$ cat src/rtl/decode_stage.sv
// decode_stage -- instruction decode stage of a 5-stage MIPS-style pipeline.
//
// Holds the 32 x 32 register file with a write-through bypass, decodes the
// opcode/funct into datapath controls, sign-extends the immediate and resolves
// branches early: equality compare with optional forwarding from the memory
// stage, plus branch and jump target generation.
//
// Ports
//   CLK, rst                    clock (rising edge), async active-low reset
//   InstrD, PCPlus4D            instruction and its PC+4 from IF/ID
//   RegWriteW, WriteRegW,
//   ResultW                     writeback port into the register file
//   ForwardAD, ForwardBD,
//   ALUOutM                     select ALUOutM for branch compare operand A/B
//   RD1D, RD2D                  register reads of Rs/Rt (never forwarded)
//   SignImmD                    sign-extended InstrD[15:0]
//   RsD, RtD, RdD               register specifiers
//   RegWriteD .. JumpD,
//   ALUControlD                 decoded controls
//   PCSrcD, PCBranchD, PCJumpD  branch taken, branch target, jump target
module decode_stage (
   input  logic        CLK,
   input  logic        rst,
   input  logic [31:0] InstrD,
   input  logic [31:0] PCPlus4D,
   input  logic        RegWriteW,
   input  logic [4:0]  WriteRegW,
   input  logic [31:0] ResultW,
   input  logic        ForwardAD,
   input  logic        ForwardBD,
   input  logic [31:0] ALUOutM,
   output logic [31:0] RD1D,
   output logic [31:0] RD2D,
   output logic [31:0] SignImmD,
   output logic [4:0]  RsD,
   output logic [4:0]  RtD,
   output logic [4:0]  RdD,
   output logic        RegWriteD,
   output logic        MemtoRegD,
   output logic        MemWriteD,
   output logic        ALUSrcD,
   output logic        RegDstD,
   output logic        BranchD,
   output logic        JumpD,
   output logic [2:0]  ALUControlD,
   output logic        PCSrcD,
   output logic [31:0] PCBranchD,
   output logic [31:0] PCJumpD
);

   localparam logic [5:0] OP_RTYPE = 6'b000000;
   localparam logic [5:0] OP_LW    = 6'b100011;
   localparam logic [5:0] OP_SW    = 6'b101011;
   localparam logic [5:0] OP_BEQ   = 6'b000100;
   localparam logic [5:0] OP_ADDI  = 6'b001000;
   localparam logic [5:0] OP_J     = 6'b000010;

   localparam logic [5:0] FN_ADD   = 6'b100000;
   localparam logic [5:0] FN_SUB   = 6'b100010;
   localparam logic [5:0] FN_AND   = 6'b100100;
   localparam logic [5:0] FN_OR    = 6'b100101;
   localparam logic [5:0] FN_SLT   = 6'b101010;

   logic [31:0] regs [32];
   logic        wr_en;
   logic [5:0]  opcode;
   logic [5:0]  funct;
   logic [31:0] cmp_a;
   logic [31:0] cmp_b;

   assign opcode = InstrD[31:26];
   assign funct  = InstrD[5:0];
   assign RsD    = InstrD[25:21];
   assign RtD    = InstrD[20:16];
   assign RdD    = InstrD[15:11];

   // Writes to r0 are dropped so it stays hardwired to zero; writes while
   // reset is held are ignored.
   assign wr_en = RegWriteW && (WriteRegW != 5'd0);

   always_ff @(posedge CLK or negedge rst) begin
      if (!rst) begin
         for (int i = 0; i < 32; i++) begin
            regs[i] <= '0;
         end
      end else if (wr_en) begin
         regs[WriteRegW] <= ResultW;
      end
   end

   // Write-through: a same-cycle writeback to the addressed register is
   // visible on the read port before the edge. Suppressed during reset so the
   // file reads all-zero while rst is low.
   always_comb begin
      RD1D = regs[RsD];
      if (RsD == 5'd0) begin
         RD1D = '0;
      end else if (rst && wr_en && (WriteRegW == RsD)) begin
         RD1D = ResultW;
      end
   end

   always_comb begin
      RD2D = regs[RtD];
      if (RtD == 5'd0) begin
         RD2D = '0;
      end else if (rst && wr_en && (WriteRegW == RtD)) begin
         RD2D = ResultW;
      end
   end

   assign SignImmD = {{16{InstrD[15]}}, InstrD[15:0]};

   always_comb begin
      RegWriteD   = 1'b0;
      RegDstD     = 1'b0;
      ALUSrcD     = 1'b0;
      BranchD     = 1'b0;
      MemWriteD   = 1'b0;
      MemtoRegD   = 1'b0;
      JumpD       = 1'b0;
      ALUControlD = 3'b000;
      case (opcode)
         OP_RTYPE: begin
            RegDstD   = 1'b1;
            RegWriteD = 1'b1;
            case (funct)
               FN_ADD:  ALUControlD = 3'b010;
               FN_SUB:  ALUControlD = 3'b110;
               FN_AND:  ALUControlD = 3'b000;
               FN_OR:   ALUControlD = 3'b001;
               FN_SLT:  ALUControlD = 3'b111;
               // unsupported funct must not corrupt the register file
               default: RegWriteD   = 1'b0;
            endcase
         end
         OP_LW: begin
            RegWriteD   = 1'b1;
            ALUSrcD     = 1'b1;
            MemtoRegD   = 1'b1;
            ALUControlD = 3'b010;
         end
         OP_SW: begin
            ALUSrcD     = 1'b1;
            MemWriteD   = 1'b1;
            ALUControlD = 3'b010;
         end
         OP_BEQ: begin
            BranchD     = 1'b1;
            ALUControlD = 3'b110;
         end
         OP_ADDI: begin
            RegWriteD   = 1'b1;
            ALUSrcD     = 1'b1;
            ALUControlD = 3'b010;
         end
         OP_J: begin
            JumpD = 1'b1;
         end
         default: ;
      endcase
   end

   // Forwarding affects only the early branch comparator, not RD1D/RD2D.
   assign cmp_a     = ForwardAD ? ALUOutM : RD1D;
   assign cmp_b     = ForwardBD ? ALUOutM : RD2D;
   assign PCSrcD    = BranchD && (cmp_a == cmp_b);
   assign PCBranchD = PCPlus4D + {SignImmD[29:0], 2'b00};
   assign PCJumpD   = {PCPlus4D[31:28], InstrD[25:0], 2'b00};

endmodule

$ cat config.mk
export PLATFORM = sky130hd
export DESIGN_NAME = decode_stage
export DESIGN_NICKNAME = d
export VERILOG_FILES = /design/src/rtl/decode_stage.sv
export SDC_FILE = /design/constraint.sdc
export NUM_CORES = 2
export LEC_CHECK = 0
export BUFFER_PORTS_ARGS = -buffer_cell sky130_fd_sc_hd__buf_4
export CAP_MARGIN = 20
export CORE_MARGIN = 8
export CORE_UTILIZATION = 50
export CTS_BUF_LIST = sky130_fd_sc_hd__clkbuf_8 sky130_fd_sc_hd__clkbuf_16
export DETAILED_ROUTE_END_ITERATION = 10
export PLACE_DENSITY = 0.72
export SETUP_SLACK_MARGIN = 0.4
export SYNTH_ARGS = -nofsm -noshare
export SYNTH_HDL_FRONTEND = slang
export SYNTH_SLANG_ARGS = --single-unit
$ cat constraint.sdc
create_clock -name CLK -period 6.6 [get_ports CLK]
set_input_delay 1.32 -clock CLK [delete_from_list [all_inputs] [get_ports CLK]]
set_output_delay 1.32 -clock CLK [all_outputs]
set_load 0.05 [all_outputs]
After elaboration in Yosys (flattened, before gate mapping)
Index checks and enable logic that the tools add are counted.
W data, S select, Z words.
{"block": "op_classes", "bitwise_logic": 3, "n_lt_le_gt_ge": 4, "muxes": 25, "n_reduce_logical": 13, "n_eq_ne": 13, "addsub": 1}
{"op": "$bwmux W1024", "count": 1}
{"op": "$mux W32", "count": 11}
{"op": "$bmux W32 S5", "count": 2}
{"op": "$demux W32 S5", "count": 1}
{"op": "$eq A6 B6 Y1 const B", "count": 7}
{"op": "$add A32 B32 Y32", "count": 1}
{"op": "$eq A32 B32 Y1", "count": 1}
{"op": "$ge A6 B6 Y1 const B", "count": 3}
{"op": "$not A5 Y6", "count": 3}
{"op": "$pmux W3 S4", "count": 1}
{"op": "$eq A5 B5 Y1", "count": 2}
{"op": "$logic_not A5 Y1", "count": 2}
{"op": "$pmux W3 S3", "count": 1}
{"op": "$mux W1", "count": 7}
{"op": "$eq A6 B2 Y1 const B", "count": 1}
{"op": "$eq A6 B3 Y1 const B", "count": 1}
{"op": "$eq A6 B4 Y1 const B", "count": 1}
{"op": "$logic_and A1 B1 Y1", "count": 6}
{"op": "$logic_not A6 Y1", "count": 1}
{"op": "$lt A6 B1 Y1 const B", "count": 1}
{"op": "$reduce_bool A5 Y1", "count": 1}
{"op": "$reduce_or A5 Y1", "count": 1}
{"op": "$reduce_or A3 Y1", "count": 1}
{"op": "$pmux W1 S2", "count": 1}
{"op": "$reduce_or A2 Y1", "count": 1}
{"block": "word_totals", "reg_bits": 1024, "output_inout_bits": 186, "wordCells": 91, "input_bits": 138}

Logic depth before layout (Yosys ltp)
{"block": "logic_depth", "depth_word": 9, "depth_mapped": 16, "ltp_nobuf": 13}

Worst setup path before layout
Ideal clock, no wire load.
{"block": "synth_timing", "kind": "input -> output", "from": "in InstrD[21]", "to": "out PCSrcD", "n_path_buf": 5, "arrival_ns": 5.795, "path_slack_ns": -0.515, "t_required_ns": 5.280, "cell_stages": 15, "cell_sequence": "buf_6 > buf_12 > buf_12 > buf_12 > buf_8 > mux2i_1 > a221oi_1 > o211ai_1 > o21a_1 > a211oi_1 > mux2i_1 > xnor2_1 > a2111oi_0 > a41oi_1 > nor4b_2"}
{"block": "synth_between", "elab_chain_len": 9, "word_cells_on_any_way": 12, "classes_between": "2 x eq/ne; 6 x mux; 1 x bitwise; 3 x reduce/logical"}
{"element": "start: declaration", "line_no": "24", "source": "input logic [31:0] InstrD,"}
{"element": "$not A5 Y6 (not written as such)", "line_no": "95", "source": "RD1D = regs[RsD];"}
{"element": "$bmux W32 S5", "line_no": "95"}
{"element": "$mux W32 (not written as such) (2 in a row)", "line_no": "95"}
{"element": "$mux W32", "line_no": "98", "source": "end else if (rst && wr_en && (WriteRegW == RsD)) begin"}
{"element": "$mux W32 *", "line_no": "96", "source": "if (RsD == 5'd0) begin"}
{"element": "net RD1D[18]", "line_no": "32", "source": "output logic [31:0] RD1D,"}
{"element": "$mux W32 *", "line_no": "165", "source": "assign cmp_a = ForwardAD ? ALUOutM : RD1D;"}
{"element": "$eq A32 B32 Y1 *", "line_no": "167", "source": "assign PCSrcD = BranchD && (cmp_a == cmp_b);"}
{"element": "$logic_and A1 B1 Y1 *", "line_no": "167"}
{"element": "end: declaration", "line_no": "46", "source": "output logic PCSrcD,"}
Mark *: on every way through the listed nets, which the timed path passes. The rest lies on a longest branch. The select of a mux whose other input is x is not followed.

Worst setup path after layout
{"block": "layout_timing", "from": "in InstrD[16]", "to": "out PCSrcD"}
{"block": "layout_between", "elab_chain_len": 9, "word_cells_on_any_way": 12, "classes_between": "2 x eq/ne; 6 x mux; 1 x bitwise; 3 x reduce/logical"}
{"element": "$not A5 Y6 (not written as such)", "line_no": "104", "source": "RD2D = regs[RtD];"}
{"element": "$bmux W32 S5", "line_no": "104"}
{"element": "$mux W32 (not written as such) (2 in a row)", "line_no": "104"}
{"element": "$mux W32", "line_no": "107", "source": "end else if (rst && wr_en && (WriteRegW == RtD)) begin"}
{"element": "$mux W32 *", "line_no": "105", "source": "if (RtD == 5'd0) begin"}
{"element": "$mux W32 *", "line_no": "166", "source": "assign cmp_b = ForwardBD ? ALUOutM : RD2D;"}
{"element": "$eq A32 B32 Y1 *", "line_no": "167"}
{"element": "$logic_and A1 B1 Y1 *", "line_no": "167"}
Mark *: on every way between the ends. The rest lies on a longest branch, timed or not. The select of a mux whose other input is x is not followed.

==> run summary <==
The run finished with clean final reports. The logs give 324 for the I/O pin count and 118000 sq um for the area inside the core boundary. Setup slack on the worst reg-to-reg path comes out at 5.75 ns. Share of synthesized registers carrying an async set or reset: 1.00. STA classifies the critical path startpoint as an input pin. Setup violations remaining at the end of the flow were counted as 0. In this design, the stage delay of the slowest critical-path cell is 0.54 ns. The critical path goes through buf_12, buf_16, buf_4, mux4_2, mux4_2, nand3_1, o221ai_1, xnor2_1, o31ai_1, o311ai_1, nor4b_4, buf_6.

The logs give 4618 for the cell count after synthesis and 45000 for the via count of the first global-routing pass. Leaving out fill and tap cells, the most frequent cell in the layout is sky130_fd_sc_hd__dfrtp_1. Max-cap violations in this run came to 0.

The tools report the worst clock skew on the final layout as 0 ns. The worst hold path passes through 0 cells. The worst hold path begins at regs[1008]. Derived from the worst setup path, the maximum achievable clock frequency is 0.160 GHz. After synthesis, the cell types taking the most area are sky130_fd_sc_hd__dfrtp_1, sky130_fd_sc_hd__mux2_2, sky130_fd_sc_hd__mux4_2. The maximum VDD drop is 0.000223 V, and the count of flip-flops with a built-in enable after synthesis is 0. The logs give 0 for the final hold violation count and 0.72 ns for the clock insertion delay at the later pin of the skew report. The layout-stage area growth over the synthesis result is 16.1%, and the flop and latch count out of synthesis is 1024. During synthesis, Yosys emitted a total of 0 warnings. Summed over all nets, the half-perimeter wirelength after detailed placement is 147000 um. The worst register-to-register path begins at regs[227]. The tree is rooted in a sky130_fd_sc_hd__clkbuf_16. The count of pins over their slew limit was 0; the via density per instance was 7.13.

The overall die width came out at 361 um. The worst slew margin relative to its limit was 0.184; the clock sink count was 1024. The synthesized cell area was 59400 sq um. For this block, the routed nets add up to 226000 um of wire.

TritonCTS built the clock tree. The initial cell density of the core is 0.504, and the worst hold margin is 0.397 ns. For the finished layout, the period the worst path requires is 6.24 ns.

For this design, the slowest cell found on the critical path is sky130_fd_sc_hd__mux4_2. In the layout the commonest cells are sky130_fd_sc_hd__dfrtp_1, sky130_fd_sc_hd__mux2_2, sky130_fd_sc_hd__buf_4. Summed over all instances, the cell type with the most area after synthesis is sky130_fd_sc_hd__dfrtp_1. The initial antenna violation count was 13; the floorplan row count was 126. For this run, design rule violations remaining after detail routing come to 0. For the register area share after synthesis, the log shows 0.431. The die is 361 um tall. CTS built an H-tree with a depth of 3. TritonCTS created 109 clock buffers. In the final layout, the registers with the most flip-flops are regs: 1024 flops.

The total global-route track usage is 0.332. The required time at the endpoint of the critical path was 5.28 ns. The routed layout has 46100 vias. Among all flip-flop cells after synthesis, the most frequent one is sky130_fd_sc_hd__dfrtp_1. The tools report the power after layout as 20.5 mW.

The most frequent cell on the critical path was sky130_fd_sc_hd__mux4_2. Fraction of post-synthesis cell area in the top cell type by area: 0.431. Data arrives at the worst endpoint at 4.92 ns.

The worst setup path is of the input pin to primary output kind. The share of layout cells above drive strength 1 is 0.457, and the net count of the finished layout is 4994. The die covers 130000 sq um.

Post-synthesis cell type count: 102. The cell count of the worst reg-to-reg path was 1. The min-delay analysis places its worst path in the category register to register.

The post-placement worst setup slack was -0.0805 ns. The worst register-to-register path ends at regs[227]. The maximum number of pins on one net before global-route repair came out at 174. The worst setup path is captured at a primary output. The logs give 0 ns for the sum of negative setup slack and 6 for the number of detailed-routing iterations run before antenna repair. After layout, the worst setup slack is 0.356 ns. The share of the clock period used by the worst path after layout is 0.946, and the power per cell area is 297 nW/um^2.

After global routing the overflow that remains totals 0. The filler cells instantiated in the layout total 9129. For the final estimated routing congestion in global placement, the log shows 0.987. The wire length of the first global-routing pass is 322000 um. Of all nets on the critical path, the largest fanout is 16.

The register with the most flip-flops was regs. For the number of hold-repair buffers added at the cts stage, the log shows 0. Each instance of the synthesized netlist takes up on average 12.9 sq um. After clock tree synthesis, the clock-pin slew on the worst setup and hold paths is 0.06 ns.

Static leakage power: 30.6 nW. The violation count after the first detailed-routing iteration is 6648, and the number of antenna-violating nets in the routed design is 0. Wire length per cell after detailed routing: 35.0 um. Setup repair after global routing could not meet its margin everywhere. The number of buffers inserted by port buffering was 317; the buffer depth of the longest clock path was 3. At the pin with the least slew margin, the transition time is 1.22 ns. The path with the worst hold slack has its endpoint at regs[1008].

The flip-flop count of the largest register, all copies and words added was 1024.
==> kinds of logic after synthesis <==
logic type	count (synthesis)	synth area share
AOI/OAI and AO/OA	701	0.0786
xor gates and xnor gates	90	0.0133
adders and majority gates	30	0.00644
buffers and inverters	591	0.0545
DFF	1024	0.431
muxes	1541	0.365
other	1	0.0000631
and+or+nand+nor	640	0.0506
==> power by group <==
| part | switching, mW | total (mW) | leakage [nW] | internal, mW |
|---|---|---|---|---|
| clock | 2.74 | 6.75 | 2.00 | 4.00 |
| combinational | 2.70 | 5.33 | 15.5 | 2.62 |
| sequential | 0.935 | 8.40 | 13.2 | 7.47 |
| total | 6.38 | 20.5 | 30.6 | 14.1 |
==> critical path: cells and delay by family <==
family / cells / cell delay, ns
AO/OA/AOI/OAI: 3 / 0.96
XOR/XNOR: 1 / 0.25
buffers and inverters: 4 / 0.77
multiplexers: 2 / 1.05
AND/OR/NAND/NOR: 2 / 0.53
==> final cells by class <==
cell class                      count  area, sq um  share of cell area
Antenna cell                       11         27.5            0.000399
Clock buffer                      133         3070              0.0445
Clock inverter                     70          866              0.0125
Inverter                           42          158             0.00228
Multi-Input combinational cell   3004        31200               0.452
Sequential cell                  1024        25600               0.371
Tap cell                         1536         1920              0.0279
Timing Repair Buffer              645         6130              0.0889
==> metal layers <==
layer,share of wire,global-route usage
met5,0.00011,0
met4,0.075,0.199
met3,0.15,0.124
met2,0.42,0.476
met1,0.36,0.429
==> metrics by stage <==
stage,std cells,util,instance area (sq um)
global placement,6198,0.539,63500
detailed placement,6199,0.539,63600
finish,6465,0.585,69000
global route,6456,0.585,69000
CTS,6415,0.578,68200
floorplan,4619,-,59500
==> worst max-delay path by stage <==
stage,startpoint,endpoint,slack (ns),depth (start not counted)
3_3_place_gp,InstrD[18],PCSrcD,-0.06,14
5_1_grt,InstrD[21],PCSrcD,0.34,14
6_report,InstrD[16],PCSrcD,0.36,12
4_1_cts,InstrD[21],PCSrcD,0.40,15
2_1_floorplan,InstrD[21],PCSrcD,0.21,15
3_5_place_dp,InstrD[21],PCSrcD,-0.08,13
==> Yosys cell counts, drive strengths merged, types with 9 or more instances <==
cell type     n
dfrtp      1024
mux2        896
mux4        401
buf         276
clkbuf      269
nand2       267
mux2i       244
o21ai       219
nor2        134
a21oi        87
o22ai        75
nor3         63
xnor2        62
a22oi        44
inv          40
a221oi       39
nand3        35
a31oi        31
ha           29
xor2         28
o211ai       26
a211oi       19
a21o         18
a221o        18
nand2b       18
o221ai       18
and3         16
nor2b        15
nor3b        14
o31ai        14
nor4         13
a2111oi      12
nand4        11
o22a         10
a22o          9
o21a          9
or2           9
or3           9
==> what timing repair did <==
item                                    in CTS  in global routing
cloned                                      10                 10
pin swaps                                    4                 18
buffers inserted                             3                 28
gates resized for setup                     63                 64
endpoints found under the setup margin       1                  3
Power figures use the tool's default switching activity.
